## src/rtl/fwd_scoreboard.sv

```systemverilog
// rtl/fwd_scoreboard.sv - in-flight writer scoreboard with per-port operand forwarding and stall
// Tracks register writers from EX to WB and resolves ID read operands against them.
module fwd_scoreboard #(
  parameter int DW    = 32,
  parameter int AW    = 5,
  parameter int NPORT = 2,
  parameter int DEPTH = 3,
  parameter int SW    = 2,
  parameter int CW    = 16
) (
  input  logic                   clk,
  input  logic                   reset,
  input  logic                   hold,
  input  logic                   flush,
  input  logic                   iss_valid,
  input  logic                   iss_wr,
  input  logic [AW-1:0]          iss_dst,
  input  logic [SW-1:0]          iss_avl,
  input  logic [NPORT-1:0]       rd_en,
  input  logic [NPORT*AW-1:0]    rd_reg,
  input  logic [NPORT*DW-1:0]    rd_prev,
  input  logic [DEPTH*DW-1:0]    stg_data,
  output logic [NPORT*DW-1:0]    fwd_data,
  output logic [NPORT-1:0]       fwd_hit,
  output logic                   stall,
  input  logic                   clr_cnt,
  output logic [CW-1:0]          stall_cnt
);

  logic [DEPTH-1:0] ent_v;
  logic [AW-1:0]    ent_dst [DEPTH];
  logic [SW-1:0]    ent_avl [DEPTH];

  logic [NPORT-1:0] port_stall;
  logic             new_v;
  logic [SW-1:0]    avl_clamp;

  assign new_v     = iss_valid & iss_wr & (iss_dst != '0) & ~stall & ~flush;
  assign avl_clamp = (int'(iss_avl) > DEPTH - 1) ? SW'(DEPTH - 1) : iss_avl;
  assign stall     = |(rd_en & port_stall);

  // First match scanning from EX outward is the youngest producer; it alone decides.
  always_comb begin
    fwd_data   = rd_prev;
    fwd_hit    = '0;
    port_stall = '0;
    for (int p = 0; p < NPORT; p++) begin
      logic          found;
      logic [AW-1:0] reg_idx;
      found   = 1'b0;
      reg_idx = rd_reg[p*AW +: AW];
      for (int k = 0; k < DEPTH; k++) begin
        if (!found && ent_v[k] && (ent_dst[k] == reg_idx) && (reg_idx != '0)) begin
          found = 1'b1;
          if (k >= int'(ent_avl[k])) begin
            fwd_data[p*DW +: DW] = stg_data[k*DW +: DW];
            fwd_hit[p]           = 1'b1;
          end else begin
            port_stall[p] = 1'b1;
          end
        end
      end
    end
  end

  always_ff @(posedge clk or negedge reset) begin
    if (!reset) begin
      for (int k = 0; k < DEPTH; k++) begin
        ent_v[k]   <= 1'b0;
        ent_dst[k] <= '0;
        ent_avl[k] <= '0;
      end
    end else if (!hold) begin
      for (int k = DEPTH - 1; k >= 1; k--) begin
        ent_v[k]   <= ent_v[k-1];
        ent_dst[k] <= ent_dst[k-1];
        ent_avl[k] <= ent_avl[k-1];
      end
      ent_v[0]   <= new_v;
      ent_dst[0] <= iss_dst;
      ent_avl[0] <= avl_clamp;
    end
  end

  always_ff @(posedge clk or negedge reset) begin
    if (!reset) begin
      stall_cnt <= '0;
    end else if (clr_cnt) begin
      stall_cnt <= '0;
    end else if (stall && !hold && (stall_cnt != {CW{1'b1}})) begin
      stall_cnt <= stall_cnt + 1'b1;
    end
  end

endmodule

```

## config.mk

```make
export PLATFORM = sky130hd
export DESIGN_NAME = fwd_scoreboard
export DESIGN_NICKNAME = d
export VERILOG_FILES = /design/src/rtl/fwd_scoreboard.sv
export SDC_FILE = /design/constraint.sdc
export NUM_CORES = 1
export LEC_CHECK = 0
export ABC_AREA = 1
export BUFFER_PORTS_ARGS = -buffer_cell sky130_fd_sc_hd__buf_2
export CAP_MARGIN = 15
export CORE_MARGIN = 2
export CORE_UTILIZATION = 50
export CTS_CLUSTER_DIAMETER = 100
export DETAILED_ROUTE_END_ITERATION = 10
export PLACE_DENSITY = 0.95
export SYNTH_ARGS = -nofsm -noshare
export SYNTH_HDL_FRONTEND = slang
export SYNTH_SLANG_ARGS = --single-unit
```

## constraint.sdc

```tcl
create_clock -name clk -period 4.8 [get_ports clk]
set_input_delay 0.48 -clock clk [delete_from_list [all_inputs] [get_ports clk]]
set_output_delay 0.48 -clock clk [all_outputs]
set_load 0.02 [all_outputs]
```

---- Yosys cells after proc, flatten, opt, wreduce, memory -nomap -nowiden ----
Index checks and enable logic that the tools add are counted.
cells by class
  add/sub/neg operators ................... 1
  mux-type cells .......................... 41
  bitwise gates (word level) .............. 7
  equality and inequality tests ........... 7
  magnitude comparators ................... 4
  reductions and logical operators ........ 28
operators with widths
  cell                                                              count
  two-way mux 32 bit                                                12
  two-way mux 16 bit                                                2
  == test 5 bit                                                     6
  two-way mux 1 bit                                                 26
  logical AND 1 bit                                                 18
  adder 16 x 1 -> 16 bit, second input constant                     1
  != test 16 bit, second input constant                             1
  nonzero test 5 bit                                                3
  zero test 1 bit                                                   5
  bitwise AND 1 bit                                                 4
  greater-or-equal comparator 1 x 2 -> 1 bit, first input constant  2
  bitwise AND 2 bit                                                 1
  greater-or-equal comparator 2 bit, first input constant           1
  greater-than comparator 2 bit, second input constant              1
  two-way mux 2 bit                                                 1
  inverter 1 bit                                                    2
  nonzero test 2 bit                                                1
  OR reduction 2 bit                                                1
word-level totals
  logic and storage cells ................. 96
  input bits .............................. 186
  bits in registers ....................... 40
  output and inout port bits .............. 83

---- Logic depth before layout (Yosys ltp) ----
  depth after elaboration ................. 20
  gate-level depth with buffers ........... 16
  mapped depth without buffers ............ 15

---- Least setup slack after synthesis ----
OpenSTA, ideal clock, no wires.
  path type ............................... input to output
  start point ............................. in rd_reg[1]
  end point ............................... out fwd_data[0]
  required time ........................... 4.320 ns
  stages .................................. 9
  arrival time ............................ 1.828 ns
  buffers on the path ..................... 1
  setup slack ............................. 2.492 ns
  path through ............................ inv_2 -> a21oi_1 -> nand2_1 -> nor2_4 -> nand2_4 -> nand3_2 -> buf_2 -> o21ai_0 -> o21ai_0
on the way
  longest elaborated chain between the ends .. 14
ends and longest elaborated chain
  element                          line  RTL
  start: declaration               20    input logic [NPORT*AW-1:0] rd_reg,
  == test 5 bit                    53    if (!found && ent_v[k] && (ent_dst[k] == reg_idx) && (reg_idx != '0)) begin
  logical AND 1 bit (2 in series)  53
  two-way mux 1 bit                53
  zero test 1 bit                  53
  logical AND 1 bit (3 in series)  53
  two-way mux 1 bit                53
  zero test 1 bit                  53
  logical AND 1 bit (3 in series)  53
  two-way mux 32 bit (*)           53
  end: declaration                 23    output logic [NPORT*DW-1:0] fwd_data,
Mark *: on every way between the ends. The rest lies on a longest branch, timed or not.

---- Worst setup path after layout ----
  start point ............................. reg ent_dst[11] (netlist bit)
  end point ............................... out fwd_data[48]
on the way
  longest elaborated chain between the ends .. 14
ends and longest elaborated chain
  element                              line  RTL
  start: declaration                   31    logic [AW-1:0] ent_dst [DEPTH];
  start signal: indexed assignment     76    ent_dst[k] <= ent_dst[k-1];
  == test 5 bit (*)                    53
  logical AND 1 bit (*) (2 in series)  53
  two-way mux 1 bit                    53
  zero test 1 bit                      53
  logical AND 1 bit (3 in series)      53
  two-way mux 1 bit                    53
  zero test 1 bit                      53
  logical AND 1 bit (3 in series)      53
  two-way mux 32 bit (*)               53
Marked as above.

==> flow_summary.json <==
{
  "outcome": "finished clean",
  "hp-class": "in -> async",
  "p_int_mw": 0.6074,
  "ys.flop_type": "dfrtp_1",
  "dieArea_um2": 10780,
  "clkLatencyLatePin_ns": 0.31,
  "swShare": 0.4043,
  "crit_end": "fwd_data[48]",
  "grt_max_degree": 65,
  "die_width_um": 103.8,
  "via_per_inst": 5.700,
  "io_buffers": 268,
  "ys_seq_elements": 40,
  "drc_errors": 0,
  "setup_viol": 0,
  "fin_crit_ns": 3.805,
  "max_freq_mhz": 262.8,
  "crit_type": "reg -> out",
  "grt_use_total": 0.3610,
  "fp-row-count": 36,
  "syn_area_per_cell_um2": 5.826,
  "grt_pass1_vias": 6353,
  "fin_worst_skew_ns": 0.008235,
  "syn_to_final_growth_pct": 27.86,
  "synth_most_common_cell": "nand2_1",
  "p_switching_mw": 0.4123,
  "cts_tree": "done",
  "yosysSeqAreaShare": 0.2010,
  "critPathMaxFanout": 36,
  "fillerInstances": 959,
  "powerDensity_nw_per_um2": 160.1,
  "hold_viol": 0,
  "wl_per_cell_um": 16.89,
  "p_comb_frac": 0.406,
  "cp-start-kind": "flop",
  "period_share": 0.7927,
  "start_util": 0.5120,
  "cp-startpoint": "ent_dst[11]",
  "seq_power_share": 0.372,
  "antenna_found_initial": 4,
  "clkTransAtPathRegs_ns": 0.09,
  "fp.dieH_um": 103.8,
  "cts-root-buf": "clkbuf_8",
  "ys_types": 37,
  "timing.rr.start": "ent_avl[5]",
  "dp_hpwl_mm": 15.45,
  "rsz0062_at_grt": "no",
  "ys_warn_count": 0,
  "cts_hold_buf": 0,
  "p_clk_frac": 0.222,
  "critPathRequiredTime_ns": 4.32,
  "nets": 1268,
  "syn_nets": 1042,
  "cts_buffers": 5,
  "grt_pass1_wl_mm": 31.84,
  "endpoint_kind": "output pin",
  "final_core_utilization": 0.6546,
  "slew_viol_final": 0,
  "cts_resized": 0,
  "regToRegEndpoint": "stall_cnt[7]",
  "synth_commonest_cells": "nand2_1, o21ai_0, inv_1",
  "r2r_slack_ns": 2.33,
  "holdWs_ns": 0.2814,
  "relSlewSlack": 0.2837,
  "post_dp_cell_area_um2": 6277,
  "finalWirelength_mm": 20.57,
  "io_pins": 269,
  "postRouteAntennaNets": 0,
  "drive_gt1_frac": 0.3034,
  "maxCapViolCount": 0,
  "drt_iter0_drc": 845,
  "multi_input_area_um2": 3393,
  "fin_area_um2": 6369,
  "dr_total_vias": 6943,
  "cts.sinks": 40,
  "netlist_area_um2": 4981,
  "synth.area.top_cells": "nand2_1, dfrtp_1, o211ai_1",
  "gp_congestion": 0.9853,
  "htree_levels": 2,
  "post-cts-setup-buffer-count": 0,
  "netlist.area_leader.share": 0.2208,
  "yosys.area.top_type": "nand2_1",
  "finalSetupTns_ns": 0,
  "irDropWorstVdd_uv": 129.0,
  "firstDrtPassIters": 6,
  "reg2reg_depth": 9,
  "synth_edf_count": 0,
  "fin_ws_ns": 0.9948,
  "register_area_um2": 1001,
  "syn_inst": 855,
  "leakagePower_nw": 3.535,
  "grt_overflow": 0,
  "tightest_slew_ns": 1.073,
  "arrival_ns": 3.33,
  "dp_slack_ns": 1.152,
  "clockBufferDepth": 2,
  "coreArea_um2": 9729,
  "async_reset_ff_frac": 1.000
}
## layer usage
layer	part of all wire	vias to the layer above	wire (um)	global-route usage
li1	-	3290	-	-
met1	0.38	3095	7869	0.4446
met2	0.46	473	9378	0.5902
met3	0.12	81	2548	0.1196
met4	0.037	4	752	0.1274
met5	0.0013	-	26	0
## kinds of logic (layout without fill, tap and decap cells)
group                    after synthesis  in the layout  share of synthesized area
AND/OR/NAND/NOR                      436            436                     0.3991
AO/OA/AOI/OAI                        218            218                     0.2550
buffers and inverters                146            372                     0.1178
flip-flops                            40             40                     0.2010
XOR/XNOR                              14             14                    0.02462
adder cells (fa/ha/maj)                1              1                   0.002512
other                                  0              4                          0
## registers in the layout (all words and copies together), names as in the netlist
| register | count |
|---|---|
| stall_cnt | 16 |
| ent_dst | 15 |
| ent_avl | 6 |
| ent_v | 3 |
## layout make-up
class,count,share of cell area
multi-input cells,669,0.5328
repair buffers,271,0.2141
flip-flops and latches,40,0.1572
inverters,94,0.05540
well taps,133,0.02613
clock buffers,5,0.01081
clock inverters,2,0.001965
diodes,4,0.001572
## critical path, stage by stage (launching register included)
cell      delay [ns]
dfrtp_1         0.46
inv_1           0.11
nand2_1         0.08
nand3_2         0.09
nor2_4          0.05
nand2_4         0.34
nand3_1         0.15
inv_2           0.50
nand2_2         0.65
o211ai_1        0.30
nand2_1         0.10
buf_2           0.17
## cells in the final DEF (no fill, tap or decap), types with 3 or more instances in the layout
master | synthesis | routed
xor2_1 | 10 | 10
a21oi_1 | 34 | 34
diode_2 | 0 | 4
buf_2 | 16 | 268
nor2_4 | 4 | 4
inv_1 | 82 | 82
nand3_2 | 15 | 15
nand2_2 | 4 | 4
nand4_1 | 26 | 26
clkbuf_8 | 0 | 5
o211ai_1 | 67 | 67
nand2_1 | 293 | 293
nand2_4 | 4 | 4
o21ai_1 | 26 | 26
dfrtp_1 | 40 | 40
nor3_1 | 3 | 3
xnor2_1 | 4 | 4
nor2_1 | 56 | 56
o21ai_0 | 86 | 86
nand3_1 | 19 | 19
inv_2 | 11 | 11
buf_4 | 0 | 3
## per-stage QoR
step / power (mW) / cells
finish: 1.020 / 1218
global route: 1.077 / 1214
CTS: 1.010 / 1214
detailed placement: 0.7896 / 1207
global placement: 0.7838 / 1207
floorplan: 0.6109 / 855
## power by group through the flow
stage	Clock [mW]	Combinational (mW)	Sequential, mW
floorplan	0	0.232	0.379
global placement	0	0.400	0.384
detailed placement	0	0.404	0.385
CTS	0.225	0.406	0.379
global route	0.243	0.452	0.382
finish	0.226	0.414	0.379
## worst min-delay path by stage
| stage | depth (start not counted) | end | from | slack (ns) |
|---|---|---|---|---|
| after floorplan | 0 | ent_avl[0] | reset | 0.18 |
| after global placement | 2 | ent_avl[0] | ent_avl[2] | 0.46 |
| after detailed placement | 2 | ent_avl[0] | ent_avl[2] | 0.47 |
| after CTS | 1 | stall_cnt[0] | reset | 0.33 |
| after global routing | 1 | stall_cnt[7] | reset | 0.37 |
| final | 1 | stall_cnt[0] | reset | 0.28 |
Power figures use the tool's default switching activity.
